[config.mk]
export PLATFORM = sky130hd
export DESIGN_NAME = ss_read_data
export DESIGN_NICKNAME = d
export VERILOG_FILES = /design/src/rtl/ss_read_data.sv
export SDC_FILE = /design/constraint.sdc
export NUM_CORES = 1
export LEC_CHECK = 0
export BUFFER_PORTS_ARGS = -buffer_cell sky130_fd_sc_hd__buf_2
export CAP_MARGIN = 10
export CORE_ASPECT_RATIO = 0.6
export CORE_MARGIN = 5
export CORE_UTILIZATION = 49
export DETAILED_ROUTE_END_ITERATION = 6
export HOLD_SLACK_MARGIN = 0.08
export PLACE_DENSITY = 0.76
export SETUP_SLACK_MARGIN = 0.4
export SLEW_MARGIN = 20
export SYNTH_ARGS = -nofsm -noshare
export SYNTH_HDL_FRONTEND = slang
export SYNTH_SLANG_ARGS = --single-unit
export TNS_END_PERCENT = 5
[constraint.sdc]
create_clock -name i_clk -period 2.3 [get_ports i_clk]
set_input_delay 0.69 -clock i_clk [delete_from_list [all_inputs] [get_ports i_clk]]
set_output_delay 0.69 -clock i_clk [all_outputs]
set_load 0.005 [all_outputs]
[src/rtl/ss_read_data.sv]
// ss_read_data: streams RAM words from a start index to an end index (both inclusive)
// onto a valid/ready interface.
//
// Ports:
//   i_clk             clock; all state changes on the rising edge
//   i_rst             synchronous active-high reset
//   i_start_read_data start pulse, honoured only while idle
//   i_si_ram          start index, sampled with start
//   i_ei_ram          end index, sampled with start
//   o_re_ram          RAM read strobe
//   o_addr_ram        RAM read address, valid while o_re_ram=1
//   i_data_ram        RAM read data, valid the cycle after o_re_ram=1
//   o_data            stream data (FIFO head)
//   o_valid           o_data holds a word
//   i_ready           consumer accepts; transfer when o_valid && i_ready
//   o_busy            high in every state except idle
//   o_done_read_data  one-cycle completion pulse
module ss_read_data #(
    parameter int unsigned SIZE_ADDR = 6,
    parameter int unsigned SIZE_DATA = 8
) (
    input  logic                 i_clk,
    input  logic                 i_rst,
    input  logic                 i_start_read_data,
    input  logic [SIZE_ADDR-1:0] i_si_ram,
    input  logic [SIZE_ADDR-1:0] i_ei_ram,
    output logic                 o_re_ram,
    output logic [SIZE_ADDR-1:0] o_addr_ram,
    input  logic [SIZE_DATA-1:0] i_data_ram,
    output logic [SIZE_DATA-1:0] o_data,
    output logic                 o_valid,
    input  logic                 i_ready,
    output logic                 o_busy,
    output logic                 o_done_read_data
);

    typedef enum logic [1:0] {StIdle, StRead, StDrain, StDone} state_e;

    state_e state_q, state_d;

    // One extra bit so an end index of all-ones terminates without wrapping.
    logic [SIZE_ADDR:0]   ptr_q;
    logic [SIZE_ADDR:0]   ei_q;
    logic                 inflight_q;
    logic [SIZE_DATA-1:0] fifo_q [2];
    logic                 rd_idx_q;
    logic [1:0]           count_q;

    logic                 pop;
    logic                 push;
    logic                 issue;
    logic                 wr_idx;
    logic [2:0]           occ;
    logic [2:0]           limit;

    assign pop    = (count_q != 2'd0) && i_ready;
    assign push   = inflight_q;
    assign wr_idx = rd_idx_q ^ count_q[0];

    // Issue only if the word can be buffered: buffered + in-flight - popped < 2.
    assign occ    = {1'b0, count_q} + {2'b00, inflight_q};
    assign limit  = 3'd2 + {2'b00, pop};
    assign issue  = (state_q == StRead) && (occ < limit);

    // State register and datapath.
    always_ff @(posedge i_clk) begin
        if (i_rst) begin
            state_q    <= StIdle;
            ptr_q      <= '0;
            ei_q       <= '0;
            inflight_q <= 1'b0;
            count_q    <= 2'd0;
            rd_idx_q   <= 1'b0;
            fifo_q[0]  <= '0;
            fifo_q[1]  <= '0;
        end else begin
            state_q <= state_d;
            if (state_q == StIdle && i_start_read_data) begin
                ptr_q <= {1'b0, i_si_ram};
                ei_q  <= {1'b0, i_ei_ram};
            end else if (issue) begin
                ptr_q <= ptr_q + 1'b1;
            end
            inflight_q <= issue;
            if (push) begin
                fifo_q[wr_idx] <= i_data_ram;
            end
            count_q  <= count_q + {1'b0, push} - {1'b0, pop};
            rd_idx_q <= rd_idx_q ^ pop;
        end
    end

    // Next-state logic.
    always_comb begin
        state_d = state_q;
        unique case (state_q)
            StIdle: begin
                if (i_start_read_data) begin
                    state_d = (i_si_ram <= i_ei_ram) ? StRead : StDone;
                end
            end
            StRead: begin
                if (issue && (ptr_q == ei_q)) begin
                    state_d = StDrain;
                end
            end
            StDrain: begin
                if (!inflight_q && ((count_q == 2'd0) || ((count_q == 2'd1) && pop))) begin
                    state_d = StDone;
                end
            end
            StDone: begin
                state_d = StIdle;
            end
            default: state_d = StIdle;
        endcase
    end

    // Outputs; forced to zero while reset is asserted.
    always_comb begin
        o_re_ram         = issue && !i_rst;
        o_addr_ram       = o_re_ram ? ptr_q[SIZE_ADDR-1:0] : '0;
        o_valid          = (count_q != 2'd0) && !i_rst;
        o_data           = o_valid ? fifo_q[rd_idx_q] : '0;
        o_busy           = (state_q != StIdle) && !i_rst;
        o_done_read_data = (state_q == StDone) && !i_rst;
    end

endmodule

==> results_dict.tcl, run 1 <==
set metrics [dict create \
    p_total_mw 2.66 \
    die_w_um 92.3 \
    maxSlewViolCount 0 \
    ant_nets 0 \
    dominantRegCellSynth "dfxtp_1" \
    cp_num_cells 7 \
    fin_cells 312 \
    outcome "finished with violations" \
    crit_path_end "o_addr_ram[4]" \
    synth.most_common_cell "and2_1" \
    area_growth_pct 28.0 \
    clock_latency_ns 0.29 \
    antenna_found_initial 0 \
    max_freq_ghz 0.383 \
    hold_path.class "reg -> reg" \
    numCtsBuffers 5 \
    hold_buffers 0 \
    post_drt_wl_per_cell_um 14.9 \
    critPathKind "reg -> out" \
    clk_pin_slew_ns 0.07 \
    start_util_pct 52.6 \
    powerDensity_mw_per_mm2 1050 \
    synthArstFlopShare_pct 0 \
    cp_max_fo 7 \
    first_pass_iters 4 \
    finalClockSkew_ns 0.00662 \
    gp_congestion 0.828 \
    grt_max_degree 17 \
    crit_chain "ha_4, ha_4, or3b_4, o22ai_4, nor2b_4, and2_1, buf_2" \
    grt_setup_unrepaired "yes" \
    preCtsSetupSlack_ns 0.00470 \
    rrSetupSlack_ns 0.06 \
    worst_pin_slew_ns 0.525 \
    synth_top_area_cell "edfxtp_1" \
    path_buf_inv 1 \
    crit_required_ns 1.61 \
    p_leak_nw 1.16 \
    ys_seq_area_share_pct 43.2 \
    period_needed_ns 2.61 \
    nFillCells 284 \
    die_area_mm2 0.00548 \
    drv_cap 0 \
    drive_above_1_share_pct 32.5 \
    layout_worst_path_cycle_share_pct 113 \
    hold_viol_final 0 \
    setup_violations 7 \
    postSynthCellCount 209 \
    critPathSlowestCell "or3b_4" \
    grt_pass1_vias 1562 \
    cp_top_family "simple AND/OR/NAND/NOR gates" \
    whs_path_depth 2 \
    io_pins 42 \
    ir_drop_mv 0.474 \
    clk_root_buffer_cell "clkbuf_8" \
    grt_overflow 0 \
    syn_area_mm2 0.00199 \
    failed_checks "negative setup slack" \
    utilization_pct 67.3 \
    cts_tree "yes" \
    cts.htree.levels 2 \
    critPathArrivalTime_ns 1.92 \
    dp_hpwl_um 3380 \
    worst_slack_ns -0.309 \
    place_inst 303 \
    synth_common_cells "23 x and2_1, 21 x nor2_1, 19 x dfxtp_1, 19 x nand2_1, 16 x edfxtp_1" \
    drt_iter0_drc 92 \
    antenna_cells 0 \
    synth_area_leaders "edfxtp_1 24%, dfxtp_1 19%, ha_1 9.4%" \
    ys_warn_count 0 \
    viasPerCell 5.17 \
    syn_nets 248 \
    avgSynthCellArea_um2 9.53 \
    ys_ff_latch 35 \
    ctsLongestPathBuffers 2 \
    r2r-end "ptr_q[6]$_SDFFE_PP0P_" \
    wl_um 4640 \
    die_h_um 59.4 \
    drc 0 \
    track_usage_pct 17.7 \
    cp-start-kind "flop" \
    fp.coreArea_mm2 0.00379 \
    slew_headroom_pct 64.9 \
    startpoint "inflight_q$_SDFF_PP0_" \
    hold_ws_ns 0.468 \
    synth_top_area_share_pct 24.1 \
    io_buffer_count 41 \
    nets 303 \
    cpPeakStageDelay_ns 0.38 \
    ys_types 34 \
    r2r-start "inflight_q$_SDFF_PP0_" \
    clock-sinks 35 \
    grt_pass1_wl_um 7490 \
    vias 1612 \
    cp_common_cell "ha_4" \
    rr_worst_depth 9 \
    crit_path_end_kind "primary output" \
    num_rows 17 \
    synth_edf_count 16 \
]
layer usage:
metal	vias up	GRT usage, %	wire [um]
met4	0	5.92	64
met2	48	27.8	2080
met3	8	4.06	279
li1	817	-	-
met5	-	0	0
met1	739	24.4	2220
kinds of logic after synthesis:
logic type               count (synthesis)  share of synthesized area (%)
AO/OA/AOI/OAI                           28                           9.55
XOR/XNOR                                15                           6.60
adder cells (fa/ha/maj)                 15                           9.42
buffers and inverters                   21                           4.02
flip-flops                              35                           43.2
multiplexers                            10                           5.03
AND/OR/NAND/NOR                         85                           22.2
layout make-up:
cell class | instances | area [um^2] | area share [%]
tap | 47 | 58.8 | 2.31
multi-input combinational | 153 | 1140 | 44.6
clock inverter | 3 | 38.8 | 1.52
sequential | 35 | 868 | 34.1
timing repair buffer | 54 | 320 | 12.6
clock buffer | 5 | 68.8 | 2.70
inverter | 15 | 56.3 | 2.21
through the flow:
step / cell area, um^2 / TNS, ns
after floorplan: 2020 / -0.0646
after global placement: 2350 / 0
after detailed placement: 2350 / 0
after CTS: 2500 / -1.79
after global routing: 2550 / -2.69
final: 2550 / -1.95
repair_timing:
item | 4_1_cts | 5_1_grt
pin swaps | 6 | 16
endpoints found under the setup margin | 24 | 26
resized for setup | 9 | 12
setup buffers | 1 | 0
flip-flops by register name, summed over array words and instances, names as in the netlist:
| register | flops |
|---|---|
| count_q | 2 |
| ei_q | 6 |
| fifo_q | 16 |
| rd_idx_q | 1 |
| state_q | 2 |
| ptr_q | 7 |
| inflight_q | 1 |
cells in the final DEF (no fill, tap or decap), types with 3 or more instances in the layout:
| master | count |
|---|---|
| buf_2 | 40 |
| and2_1 | 22 |
| nor2_1 | 19 |
| nand2_1 | 19 |
| edfxtp_1 | 16 |
| dfxtp_1 | 15 |
| inv_1 | 14 |
| ha_1 | 11 |
| mux2i_1 | 10 |
| xor2_1 | 10 |
| a21oi_1 | 10 |
| buf_4 | 10 |
| nor2b_1 | 7 |
| xnor2_1 | 5 |
| clkbuf_8 | 5 |
| buf_6 | 4 |
| o21ai_0 | 3 |
| nand4_1 | 3 |
| a211oi_1 | 3 |
| dfxtp_2 | 3 |
report_power, final:
group          internal, mW  switching (mW)  total (mW)
Combinational         0.585           0.613        1.20
Clock                 0.317           0.226       0.544
Sequential            0.788           0.134       0.922
worst min path at each step:
stage                          from                    to  slack [ns]
2_1_floorplan  ei_q[1]$_SDFFE_PP0P_  ei_q[1]$_SDFFE_PP0P_        0.45
3_3_place_gp   ei_q[5]$_SDFFE_PP0P_  ei_q[5]$_SDFFE_PP0P_        0.46
3_5_place_dp   ei_q[5]$_SDFFE_PP0P_  ei_q[5]$_SDFFE_PP0P_        0.46
4_1_cts        ei_q[5]$_SDFFE_PP0P_  ei_q[5]$_SDFFE_PP0P_        0.47
5_1_grt        ei_q[4]$_SDFFE_PP0P_  ei_q[4]$_SDFFE_PP0P_        0.49
6_report       ei_q[5]$_SDFFE_PP0P_  ei_q[5]$_SDFFE_PP0P_        0.47
tightest hold or removal path, stage by stage, from the launching register on:
cell,delay (ns)
dfxtp_1,0.32
nand2_1,0.05
a21oi_1,0.05
Note: power is estimated with default switching activity, not from simulation.
==> run 2: changes to the inputs <==
==> constraint.sdc (replaced) <==
create_clock -name i_clk -period 2.3 [get_ports i_clk]
set_input_delay 0.115 -clock i_clk [delete_from_list [all_inputs] [get_ports i_clk]]
set_output_delay 0.115 -clock i_clk [all_outputs]
set_load 0.005 [all_outputs]
==> run 2 against run 1 <==
Compared with the run above: die area unchanged; hold slack worse by 0.38 ns; highest routed layer unchanged; first-iteration DRC count up 59%; wire length down 5.0%; the run now ends clean; final cell count down 0.32%; sequential share of layout area up 0.55 points; via count down 1.2%; utilization down 1.3 points; clock skew about the same.
==> results_dict.tcl, run 2 (synthesized netlist as in run 1, its figures left out) <==
set metrics [dict create \
    cts.htree.levels 2 \
    area_growth_pct 25.6 \
    outcome "completed" \
    antenna_found_initial 0 \
    crit_path_end_kind "primary output" \
    period_needed_ns 2.03 \
    die_area_mm2 0.00548 \
    die_w_um 92.3 \
    die_h_um 59.4 \
    nFillCells 301 \
    hold_viol_final 0 \
    maxSlewViolCount 0 \
    setup_violations 0 \
    ir_drop_mv 0.376 \
    grt_pass1_vias 1551 \
    clock-sinks 35 \
    p_total_mw 2.44 \
    dp_hpwl_um 3230 \
    clk_root_buffer_cell "clkbuf_8" \
    critPathArrivalTime_ns 1.92 \
    critPathKind "reg -> out" \
    gp_congestion 0.858 \
    worst_pin_slew_ns 0.700 \
    track_usage_pct 17.5 \
    drv_cap 0 \
    grt_pass1_wl_um 7350 \
    start_util_pct 52.6 \
    antenna_cells 0 \
    crit_required_ns 2.18 \
    grt_setup_unrepaired "yes" \
    fp.coreArea_mm2 0.00379 \
    cp-start-kind "flop" \
    final_cell_mix "38 x buf_2, 21 x nor2_1, 20 x and2_1" \
    layout_worst_path_cycle_share_pct 88.4 \
    post_drt_wl_per_cell_um 14.2 \
    top_regs "fifo_q: 16 flops, ptr_q: 7 flops, ei_q: 6 flops" \
    layout_commonest_cell "buf_2" \
    nets 302 \
    vias 1593 \
    io_pins 42 \
    drive_above_1_share_pct 26.9 \
    cts_tree "yes" \
    grt_max_degree 27 \
    io_buffer_count 41 \
    ant_nets 0 \
    first_pass_iters 5 \
    largest_register_ffs 16 \
    max_freq_ghz 0.492 \
    viasPerCell 5.12 \
    hold_path.class "in -> reg" \
    slew_headroom_pct 53.3 \
    finalSetupTns_ns 0 \
    p_leak_nw 1.13 \
    numCtsBuffers 5 \
    utilization_pct 66.1 \
    grt_overflow 0 \
    ctsLongestPathBuffers 2 \
    drc 0 \
    clk_pin_slew_ns 0.07 \
    drt_iter0_drc 146 \
    regMostFlops "fifo_q" \
    num_rows 17 \
    powerDensity_mw_per_mm2 975 \
    cp_max_fo 7 \
    clock_latency_ns 0.29 \
    wl_um 4410 \
    finalClockSkew_ns 0.00658 \
]
==> run 2: worst max-delay path, cell delays in order, from the launching register on <==
cell and delay [ns]:
dfxtp_4 0.35, ha_4 0.16, ha_4 0.15, or3b_4 0.37
o22ai_4 0.12, nor2b_4 0.23, and2_4 0.16, buf_6 0.08
==> run 2: repair_timing <==
item,in CTS,in global routing
endpoints found under the setup margin,12,24
hold buffers,5,0
gates resized for setup,10,8
pin swaps,3,3
endpoints found under the hold margin,5,0
setup buffers,4,0
==> run 2: worst paths after layout <==
kind | slack, ns | endpoint | start | cells after the start
worst max-delay path | 0.27 | o_addr_ram[0] | count_q[0]$_SDFF_PP0_ | 7
worst max register to register | 0.30 | ptr_q[6]$_SDFFE_PP0P_ | count_q[0]$_SDFF_PP0_ | 8
worst min-delay path | 0.09 | ei_q[0]$_SDFFE_PP0P_ | i_ei_ram[0] | 3
worst min register to register | 0.48 | ei_q[5]$_SDFFE_PP0P_ | ei_q[5]$_SDFFE_PP0P_ | 2
==> run 2: per-stage QoR <==
stage | hold slack, ns | cell area, um^2 | setup WS, ns | std cells
3_5_place_dp | 0.372 | 2260 | 0.173 | 294
5_1_grt | 0.0945 | 2500 | 0.186 | 311
4_1_cts | 0.0891 | 2470 | 0.229 | 311
3_3_place_gp | 0.371 | 2260 | 0.251 | 294
6_report | 0.0872 | 2500 | 0.268 | 311
2_1_floorplan | 0.251 | 1990 | 0.338 | 209
==> run 2: layout make-up <==
class                           instances  area, um^2  area share [%]
Sequential cell                        35         866            34.6
Clock inverter                          1        5.00           0.200
Inverter                               15        56.3            2.25
Clock buffer                            7        76.3            3.05
Tap cell                               47        58.8            2.35
Multi-Input combinational cell        153        1110            44.5
Timing Repair Buffer                   53         327            13.1
==> run 2: where the power goes <==
group          total (mW)  internal (mW)  switching (mW)
clock network       0.425          0.212           0.213
logic                1.10          0.524           0.573
registers           0.917          0.785           0.132
==> run 2: per-layer routing <==
metal	up-vias	GRT usage [%]	share of wire [%]
met5	-	0	0
met4	0	6.34	1.1
met3	7	4.19	8.4
met2	56	25.7	43
met1	713	25.0	48
li1	817	-	-
==> run 3: changes to the inputs <==
ABC_AREA = 1   (was default)
PLACE_DENSITY = 0.75   (was 0.76)
==> run 3 against run 2 <==
Compared with the run above: via count grew 22%; die area is 4.9% higher; register-to-register slack better by 0.33 ns; critical path type unchanged.
==> results_dict.tcl, run 3 <==
set metrics [dict create \
    outcome "completed" \
    post_drt_wl_per_cell_um 12.4 \
    clock_latency_ns 0.28 \
    ant_nets 0 \
    layout_commonest_cell "nand2_1" \
    grt_setup_unrepaired "yes" \
    hold_viol_final 0 \
    drive_above_1_share_pct 19.0 \
    whs_path_depth 3 \
    crit_path_end_kind "primary output" \
    crit_required_ns 2.18 \
    ys_types 24 \
    avgSynthCellArea_um2 7.09 \
    ctsLongestPathBuffers 2 \
    die_area_mm2 0.00575 \
    drt_iter0_drc 167 \
    fin_cells 403 \
    drc 0 \
    period_needed_ns 1.79 \
    io_buffer_count 41 \
    die_h_um 60.8 \
    fp.coreArea_mm2 0.00412 \
    synth_area_leaders "edfxtp_1 23%, dfxtp_1 18%, nand2_1 14%" \
    ir_drop_mv 0.460 \
    antenna_cells 0 \
    max_freq_ghz 0.560 \
    utilization_pct 61.3 \
    hold_buffers 0 \
    worst_slack_ns 0.514 \
    preCtsSetupSlack_ns 0.600 \
    grt_pass1_vias 1666 \
    nets 381 \
    rr_worst_depth 3 \
    die_w_um 94.6 \
    numCtsBuffers 5 \
    crit_chain "ha_2, ha_4, nand2_2, nand3_4, nor2_4, inv_2, nor2_1, buf_2" \
    worst_pin_slew_ns 0.604 \
    drv_cap 0 \
    grt_pass1_wl_um 7960 \
    clock-sinks 35 \
    largest_register_ffs 16 \
    grt_max_degree 23 \
    synth_top_area_cell "edfxtp_1" \
    cpPeakStageDelay_ns 0.36 \
    critPathSlowestCell "dfxtp_4" \
    finalClockSkew_ns 0.00630 \
    vias 1951 \
    hold_path.class "in -> reg" \
    first_pass_iters 4 \
    final_cell_mix "76 x nand2_1, 54 x inv_1, 42 x nor2_1" \
    io_pins 42 \
    setup_violations 0 \
    wl_um 5000 \
    gp_congestion 0.874 \
    cts.htree.levels 2 \
    synth_top_area_share_pct 22.8 \
    clk_pin_slew_ns 0.07 \
    viasPerCell 4.84 \
    grt_overflow 0 \
    ys_warn_count 0 \
    synth.most_common_cell "nand2_1" \
    cp_max_fo 6 \
    place_inst 395 \
    syn_nets 336 \
    syn_area_mm2 0.00211 \
    ys_seq_area_share_pct 40.9 \
    dominantRegCellSynth "dfxtp_1" \
    cts_setup_buffers 0 \
    cts_tree "yes" \
    ys_ff_latch 35 \
    p_leak_nw 1.35 \
    start_util_pct 51.1 \
    area_growth_pct 20.0 \
    track_usage_pct 18.3 \
    synth_common_cells "77 x nand2_1, 55 x inv_1, 43 x nor2_1, 24 x a21oi_1, 19 x dfxtp_1" \
    synth_edf_count 16 \
    maxSlewViolCount 0 \
    cp-start-kind "flop" \
    synthArstFlopShare_pct 0 \
    regMostFlops "fifo_q" \
    dp_hpwl_um 3930 \
    critPathArrivalTime_ns 1.67 \
    num_rows 18 \
    critPathKind "reg -> out" \
    antenna_found_initial 0 \
    powerDensity_mw_per_mm2 983 \
    top_regs "fifo_q: 16 flops, ptr_q: 7 flops, ei_q: 6 flops" \
    layout_worst_path_cycle_share_pct 77.6 \
    finalSetupTns_ns 0 \
    slew_headroom_pct 59.6 \
    postSynthCellCount 297 \
    nFillCells 385 \
    clk_root_buffer_cell "clkbuf_8" \
]
## run 3: layout make-up
class	count	area, um^2	share of cell area (%)
tap	60	75.1	2.97
clock inverter	1	30.0	1.19
inverter	55	206	8.17
clock buffer	7	76.3	3.02
sequential	35	870	34.4
multi-input combinational	201	1040	41.2
timing repair buffer	44	228	9.01
## run 3: worst max-delay path, delay by kind of cell, from the launching register on
family,cells,cell delay [ns]
adder cells (fa/ha/maj),2,0.41
AND/OR/NAND/NOR,4,0.41
flip-flops,1,0.36
buffers and inverters,2,0.20
## run 3: repair_timing
action | in CTS | in global routing
endpoints found under the setup margin | 6 | 6
gates resized for setup | 5 | 6
pin swaps | 0 | 1
cloned | 0 | 0
## run 3: final timing paths
| path | startpoint | to | slack, ns |
|---|---|---|---|
| setup reg to reg | count_q[0]$_SDFF_PP0_ | fifo_q[0][4]$_SDFFCE_PN0P_ | 0.63 |
| setup / recovery | inflight_q$_SDFF_PP0_ | o_addr_ram[4] | 0.51 |
| hold / removal | i_ei_ram[0] | ei_q[0]$_SDFFE_PP0P_ | 0.13 |
| hold reg to reg | ei_q[0]$_SDFFE_PP0P_ | ei_q[0]$_SDFFE_PP0P_ | 0.47 |
## run 3: metal layers
layer	part of all wire (%)	global-route usage, %	vias to the layer above
met5	0	0	-
met3	10	4.21	4
li1	-	-	1010
met2	39	25.5	74
met4	0.92	4.31	0
met1	50	28.4	863
## run 3: per-stage QoR
stage          power, mW  hold slack [ns]  area (um^2)
2_1_floorplan       1.61            0.291         2110
3_3_place_gp        1.88            0.411         2380
3_5_place_dp        1.90            0.426         2380
4_1_cts             2.46            0.133         2500
5_1_grt             2.69            0.149         2530
6_report            2.48            0.134         2530
## run 3: logic make-up after synthesis
family	after synthesis	share of synthesized area (%)
simple gates	137	26.7
buf+inv	61	11.0
compound gates	46	11.3
flops	35	40.9
fa+ha+maj	15	8.91
xor+xnor	3	1.25
## run 3: power by group
group,internal [mW],switching (mW),leakage [nW],total (mW)
registers,0.804,0.125,0.324,0.929
logic,0.371,0.641,0.971,1.01
clock network,0.324,0.218,0.0524,0.543
